--- src/rtl/knn_vote.sv ---
// knn_vote: k-nearest-neighbour majority vote over one sorted distance vector.
// Ports:
//   clk, rst (async active-low)
//   in_valid, ascending, in, in_type     -> vector from the distance sorter
//   in_ready (high in IDLE only)
//   out_valid, out_class, out_votes, out_min_dist -> registered decision
//   overrun (sticky: in_valid seen while busy)
module knn_vote #(
  parameter int L      = 4,
  parameter int W      = 16,
  parameter int TYPE_W = 3,
  parameter int K      = 5,
  localparam int N     = 1 << L,
  localparam int C     = 1 << TYPE_W,
  localparam int VW    = $clog2(K + 1)
) (
  input  logic                clk,
  input  logic                rst,
  input  logic                in_valid,
  input  logic                ascending,
  input  logic [W*N-1:0]      in,
  input  logic [TYPE_W*N-1:0] in_type,
  output logic                in_ready,
  output logic                out_valid,
  output logic [TYPE_W-1:0]   out_class,
  output logic [VW-1:0]       out_votes,
  output logic [W-1:0]        out_min_dist,
  output logic                overrun
);
  if (K < 1 || K > N) begin : g_bad_k
    $error("knn_vote: K must satisfy 1 <= K <= N");
  end
  localparam logic [1:0] IDLE = 2'd0, COUNT = 2'd1, ARGMAX = 2'd2, DONE = 2'd3;
  logic [1:0]                 state_q;
  logic                       asc_q;
  logic [W*N-1:0]             dist_q;
  logic [TYPE_W*N-1:0]        type_q;
  logic [L-1:0]               rank_q;
  logic [TYPE_W-1:0]          cls_q;
  logic [C-1:0][VW-1:0]       votes_q;
  logic [C-1:0][L-1:0]        first_q;
  logic [VW-1:0]              best_votes_q;
  logic [L-1:0]               best_rank_q;
  logic [TYPE_W-1:0]          best_class_q;
  logic [W-1:0]               min_q;
  logic                       out_valid_q;
  logic [TYPE_W-1:0]          out_class_q;
  logic [VW-1:0]              out_votes_q;
  logic [W-1:0]               out_min_q;
  logic                       overrun_q;
  logic [L-1:0]               idx;
  logic [TYPE_W-1:0]          lbl;
  logic [W-1:0]               dist_r;
  logic [VW-1:0]              vc;
  logic                       take;
  // descending vectors hold the nearest entry at N-1, and N-1-r == ~r in L bits
  always_comb begin
    idx    = asc_q ? rank_q : ~rank_q;
    lbl    = type_q[TYPE_W*idx +: TYPE_W];
    dist_r = dist_q[W*idx +: W];
    vc     = votes_q[cls_q];
    take   = (vc > best_votes_q) ||
             (vc == best_votes_q && vc != '0 && first_q[cls_q] < best_rank_q);
  end
  always_ff @(posedge clk or negedge rst) begin
    if (!rst) begin
      state_q      <= IDLE;
      asc_q        <= 1'b0;
      dist_q       <= '0;
      type_q       <= '0;
      rank_q       <= '0;
      cls_q        <= '0;
      votes_q      <= '0;
      first_q      <= '0;
      best_votes_q <= '0;
      best_rank_q  <= '0;
      best_class_q <= '0;
      min_q        <= '0;
      out_valid_q  <= 1'b0;
      out_class_q  <= '0;
      out_votes_q  <= '0;
      out_min_q    <= '0;
      overrun_q    <= 1'b0;
    end else begin
      out_valid_q <= 1'b0;
      if (in_valid && state_q != IDLE) overrun_q <= 1'b1;
      case (state_q)
        IDLE: if (in_valid) begin
          dist_q  <= in;
          type_q  <= in_type;
          asc_q   <= ascending;
          votes_q <= '0;
          first_q <= '1;
          rank_q  <= '0;
          state_q <= COUNT;
        end
        COUNT: begin
          votes_q[lbl] <= votes_q[lbl] + VW'(1);
          if (&first_q[lbl]) first_q[lbl] <= rank_q;
          if (rank_q == '0) min_q <= dist_r;
          rank_q <= rank_q + L'(1);
          if (rank_q == L'(K - 1)) begin
            state_q      <= ARGMAX;
            cls_q        <= '0;
            best_votes_q <= '0;
            best_rank_q  <= '1;
            best_class_q <= '0;
          end
        end
        ARGMAX: begin
          if (take) begin
            best_votes_q <= vc;
            best_rank_q  <= first_q[cls_q];
            best_class_q <= cls_q;
          end
          cls_q <= cls_q + TYPE_W'(1);
          if (&cls_q) state_q <= DONE;
        end
        default: begin
          out_class_q <= best_class_q;
          out_votes_q <= best_votes_q;
          out_min_q   <= min_q;
          out_valid_q <= 1'b1;
          state_q     <= IDLE;
        end
      endcase
    end
  end
  assign in_ready     = state_q == IDLE;
  assign out_valid    = out_valid_q;
  assign out_class    = out_class_q;
  assign out_votes    = out_votes_q;
  assign out_min_dist = out_min_q;
  assign overrun      = overrun_q;
endmodule

--- config.mk ---
export PLATFORM = sky130hd
export DESIGN_NAME = knn_vote
export DESIGN_NICKNAME = d
export VERILOG_FILES = /design/src/rtl/knn_vote.sv
export SDC_FILE = /design/constraint.sdc
export NUM_CORES = 1
export LEC_CHECK = 0
export CAP_MARGIN = 10
export CORE_MARGIN = 2
export CORE_UTILIZATION = 50
export CTS_CLUSTER_DIAMETER = 40
export DETAILED_ROUTE_END_ITERATION = 10
export DONT_BUFFER_PORTS = 1
export SLEW_MARGIN = 25
export SYNTH_ARGS = -nofsm -noshare
export SYNTH_HDL_FRONTEND = slang
export SYNTH_SLANG_ARGS = --single-unit
--- constraint.sdc ---
create_clock -name clk -period 4.6 [get_ports clk]
set_input_delay 0.46 -clock clk [delete_from_list [all_inputs] [get_ports clk]]
set_output_delay 0.46 -clock clk [all_outputs]
set_load 0.02 [all_outputs]
### After elaboration in Yosys (flattened, before gate mapping)

Cells that the tools add are included.

| cells by class | value |
|---|---|
| reductions and logical operators | 21 |
| $add $sub $neg | 3 |
| bitwise operators | 1 |
| multiplexer cells | 36 |
| eq/ne operators | 9 |
| order comparisons | 5 |
| shift operators | 2 |
| multiply operators | 1 |

Operators by type and width:

| kind | number |
|---|---|
| $shiftx 256x9->16 | 1 |
| $mux 32 | 2 |
| $pmux 32 s2 | 1 |
| $pmux 24 s2 | 1 |
| $shiftx 48x7->3 | 1 |
| $bwmux 32 | 1 |
| $mux 4 | 7 |
| $bmux 4 s3 | 2 |
| $bwmux 24 | 1 |
| $mux 24 | 1 |
| $bmux 3 s3 | 2 |
| $mux 3 | 6 |
| $pmux 3 s2 | 3 |
| $pmux 4 s2 | 2 |
| $demux 4 s3 | 1 |
| $reduce_and 3->1 | 4 |
| $ne 2x2->1 const B | 5 |
| $demux 3 s3 | 1 |
| $lt 3x4->1 const B | 2 |
| $reduce_and 2->1 | 4 |
| $add 3x1->3 const B | 2 |
| $mul 2x4->6 const A | 1 |
| $mux 2 | 3 |
| $pmux 2 s3 | 1 |
| 18 further kinds | 23 |

| word-level totals | value |
|---|---|
| logic and storage cells | 109 |
| register bits | 420 |
| bits of input ports | 308 |
| output and inout bits | 25 |

### Logic depth before layout (Yosys ltp)

| depth | value |
|---|---|
| depth in word-level cells | 11 |
| mapped depth | 21 |
| depth with buffers taken out | 16 |

### Least setup slack after synthesis

No wires, ideal clock.

| timing path | value |
|---|---|
| kind | register to register |
| start point | register rank_q[0] |
| end point | register votes_q[2] (netlist bit) |
| slack | 1,066 ps |
| library setup time | 139 ps |
| period minus slack after synthesis | 3,534 ps |
| required time | 4,461 ps |
| data arrival time | 3,395 ps |
| buffers on the path | 4 |
| stages on the path, launching flop included | 20 |
| path through | dfrtp_1 > buf_6 > buf_12 > mux2_1 > o221ai_1 > nand3_1 > nand2_1 > clkbuf_1 > nor3_1 > a31oi_1 > nor2_1 > a211o_1 > clkbuf_1 > inv_1 > ha_1 > nor2_1 > o311ai_0 > mux2i_1 > a31oi_1 > o22ai_1 |

| on the way | value |
|---|---|
| word-level cells in the longest chain between the ends | 10 |
| elaborated cells on any way between the ends | 14 |
| classes of those cells | add/sub: 1; mul: 1; order compare: 2; shift: 1; mux: 7; bitwise: 1; reduce/logical: 1 |

RTL lines:

| element | line | source |
|---|---|---|
| start, declared | 38 | `logic [L-1:0] rank_q;` |
| start signal, assigned | 101 | `rank_q <= rank_q + L'(1);` |
| $not 4->4 | 58 | `idx = asc_q ? rank_q : ~rank_q;` |
| $mux 4 * | 58 |  |
| $mul 2x4->6 * | 59 | `lbl = type_q[TYPE_W*idx +: TYPE_W];` |
| $shiftx 48x7->3 * | 59 |  |
| parallel branches: the longest is 4 deep, another holds $add 3x1->3 | n/a |  |
| $bwmux 24 * | 98 | `votes_q[lbl] <= votes_q[lbl] + VW'(1);` |
| $pmux 24 s2 * | 87 | `case (state_q)` |
| end signal, assigned by index | 98 |  |
| end, declared | 40 | `logic [C-1:0][VW-1:0] votes_q;` |

Mark *: on every way between the ends. The select of a mux whose other input is x is not followed.
A chain may end at the register's enable or synchronous reset.

### Final worst setup path

| timing path | value |
|---|---|
| start point | register rank_q[1] |
| end point | register votes_q[2] (netlist bit) |

The elaborated chain is that of the path after synthesis.

==> flow_summary_export.csv <==
group,metric,value,unit
outcome,status,"finished, violations left",
outcome,violations,"negative hold slack",
worst_setup_path,cp_slowest_stage_delay,640,ps
layout,final_layout_size_suffix_gt1_frac,0.314,
detailed_routing,drt_wl_total,55900,um
layout,final_common_cell,"dfrtp_1",
worst_setup_path,required,5050,ps
detailed_routing,drtAntennaViolNets,0,
yosys,yosysUniqueCellTypes,64,
yosys,ys_seq_elements,420,
worst_setup_path,cp_data_arrival_time,4640,ps
sta,setup_slack,410,ps
clock_network,cts.sink_count,420,
global_route,grt_overflow,0,
sta,fmax,239,MHz
detailed_routing,wl_met2,28100,um
global_route,grt_max_degree,421,
global_route,grt_pass1_vias,14995,
layout,layout.cells.most_common_list,"418 x dfrtp_1, 334 x mux2_2, 284 x dlygate4sd3_1, 147 x nand2_1, 78 x mux4_2",
placement,hpwl,37800,um
global_route,grt_usage,0.276,
clock_network,post_cts_buffers,0,
global_route,grt_pass1_wl,87000,um
run,maxCapViolations,0,
detailed_routing,wl_met1,22000,um
yosys,ys_seq_area_frac,0.526,
clock_network,h-tree-depth,3,
worst_setup_path,cp_cell_sequence,"inv_1 -> o21ai_0 -> a21oi_1 -> nor3_1 -> or2_2 -> nand2_1 -> a31oi_1 -> nor2_1 -> a211o_1 -> inv_1 -> ha_1 -> nor2_1 -> o311ai_0 -> mux2i_1 -> a31oi_1 -> o22ai_1",
yosys,postSynth.asyncResetShare,1.00,
pwr,p_comb_frac,0.451,
worst_setup_path,crit_buf_inv,2,
pwr,power.density,842,nW/um2
clock_network,cts_buffer_depth,3,
floorplanning,chipWidth,204,um
layout,final_nets,2132,
yosys,synthesis.area,20000,um2
detailed_routing,wl_met3,3780,um
sta,slew_headroom,0.0151,
pwr,p_seq_frac,0.308,
worst_setup_path,cp-start-kind,"register",
detailed_routing,drc,0,
clock_network,clkTransAtPathRegs,50,ps
floorplanning,die_h,204,um
yosys,synth_nets,1837,
pwr,p_int,13.5,mW
floorplanning,start_util,0.504,
sta,setup_viol,0,
clock_network,worstSkewPairLatency,600,ps
worst_setup_path,cp_slowest_cell,"dfrtp_1",
detailed_routing,vias,13666,
worst_setup_path,critPathKind,"register to register",
worst_setup_path,critPathCaptureType,"register",
detailed_routing,top_layer,"met4",
min_path,hp-class,"input port to asynchronous set/reset pin",
sta,period_needed,4190,ps
yosys,synth_ff_type,"dfrtp_1",
placement,gp_congestion,0.903,
pwr,pwr-share-clk,0.241,
pwr,vdd_drop_max,0.000454,V
clock_network,clockRootBuffer,"clkbuf_16",
placement,preCtsSetupSlack,261,ps
pwr,switchingPower,8.26,mW
yosys,synth_edf_count,0,
sta,fin_worst_skew,24.2,ps
floorplanning,rows,73,
sta,whs,-446,ps
sta,hold_violations,420,
sta,min_period_over_period,0.911,
placement,port-buffer-count,0,
yosys,yosysWarningCount,0,
sta,worst_slew_pin_slew,1480,ps
sta,drv_slew,0,
detailed_routing,drtPass1Iterations,5,
global_route,grt_antenna_before_repair,8,
floorplanning,coreArea,39600,um2
pwr,switching_share,0.380,
detailed_routing,drtIter0Drc,816,
detailed_routing,wl_per_cell,23.4,um
floorplanning,io_pins,333,
worst_setup_path,cp_max_fo,15,
yosys,postSynthCellCount,1514,
yosys,avgSynthCellArea,13.2,um2
floorplanning,dieArea,41600,um2
detailed_routing,vias_per_cell,5.71,
pwr,power.leakage,11.0,nW
worst_setup_path,crit_family,"compound AO/OA/AOI/OAI gates",
clock_network,hold_buffers,284,
layout,syn2layout_area_growth,29.2,%
clock_network,cts_tree,"yes",
clock_network,numCtsBuffers,67,
[cell usage after synthesis, drive strengths merged, types with 3 or more instances]
master   instances  area (um2)
mux2i           58         581
a22o            10        87.6
or2              6        37.5
nor3             8        45.0
a31oi            5        31.3
ha              15         188
a22oi            8        60.1
and3             4        25.0
a221o            5        50.1
nand2          148         556
inv             29         109
a21o            11        82.6
a21boi           3        22.5
o21ai           68         340
o22a             8        70.1
a21oi           33         169
nand3           47         235
buf             26         200
mux4            78        1760
nor2b            4        25.0
a32o             3        30.0
nand2b          11        68.8
nor2            34         128
and2            10        62.6
clkbuf          67         251
a2bb2oi         13         114
dfrtp          420       10500
o22ai           11        68.8
mux2           335        3770
[layer usage]
layer / up-vias / GRT usage
met5: - / 0
met4: 0 / 0.109
met3: 123 / 0.0751
met2: 425 / 0.464
met1: 6934 / 0.341
li1: 6184 / -
[worst paths after layout]
path                                        from                      end  slack [ps]  cells after the start
setup reg to reg           rank_q[1]$_DFFE_PN0P_   votes_q[2]$_DFFE_PN0P_         410                     16
hold reg to reg             min_q[6]$_DFFE_PN0P_     min_q[6]$_DFFE_PN0P_         480                      2
max in group asynchronous                    rst   dist_q[71]$_DFFE_PN0P_        3850                      0
hold / removal                               rst   type_q[13]$_DFFE_PN0P_        -450                      0
setup / recovery           rank_q[1]$_DFFE_PN0P_   votes_q[2]$_DFFE_PN0P_         410                     16
min in group clk                         in[216]  dist_q[216]$_DFFE_PN0P_          30                      1
[layout make-up]
cell class              instances  area, um2
clock buffers                  79       1800
multi-input cells             972       8980
fillers                      2887      13800
well taps                     525        657
repair buffers                319       3190
flip-flops and latches        420      10500
inverters                      29        109
diodes                          7       17.5
clock inverters                44        562
[power groups by stage]
stage | sequential (mW) | combinational (mW) | clock [mW]
finish | 6.70 | 9.81 | 5.25
global route | 6.92 | 10.6 | 5.49
CTS | 6.66 | 9.82 | 5.32
detailed placement | 6.71 | 9.57 | 0
global placement | 6.63 | 9.49 | 0
floorplan | 6.18 | 7.23 | 0
[cell families after synthesis]
| family | after synthesis | share of synthesized area |
|---|---|---|
| multiplexers | 471 | 0.306 |
| buffers and inverters | 122 | 0.0280 |
| AND/OR/NAND/NOR | 281 | 0.0626 |
| flip-flops | 420 | 0.526 |
| adder cells (fa/ha/maj) | 15 | 0.00939 |
| AO/OA/AOI/OAI | 201 | 0.0670 |
| XOR/XNOR | 4 | 0.00175 |
[metrics by stage]
stage	cell area, um2	cells	util	total power, mW	TNS (ps)
finish	25800	2395	0.652	21.8	0
global route	25800	2394	0.652	23.0	-34.9
CTS	25800	2388	0.651	21.8	0
detailed placement	20600	1981	0.520	16.3	0
global placement	20600	1981	0.520	16.1	0
floorplan	20000	1514	-	13.4	0
[sequential cells by signal (all words and copies together) (netlist names), 4 cells and up]
| signal | cells |
|---|---|
| type_q | 48 |
| rank_q | 4 |
| min_q | 16 |
| dist_q | 256 |
| best_rank_q | 4 |
| votes_q | 24 |
| first_q | 32 |
| out_min_dist | 16 |
[worst reg2reg max path, stage by stage, from the launching register on]
cell	delay [ps]
dfrtp_1	640
inv_1	360
o21ai_0	280
a21oi_1	160
nor3_1	470
or2_2	350
nand2_1	80
a31oi_1	160
nor2_1	50
a211o_1	280
inv_1	60
ha_1	240
nor2_1	70
o311ai_0	90
mux2i_1	180
a31oi_1	410
o22ai_1	150
[timing repair]
item | CTS | global route
hold endpoints to repair | 704 | 420
endpoints found under the setup margin | 0 | 11
gates resized for setup | 0 | 2
No activity file was read; power rests on OpenSTA's default activity.
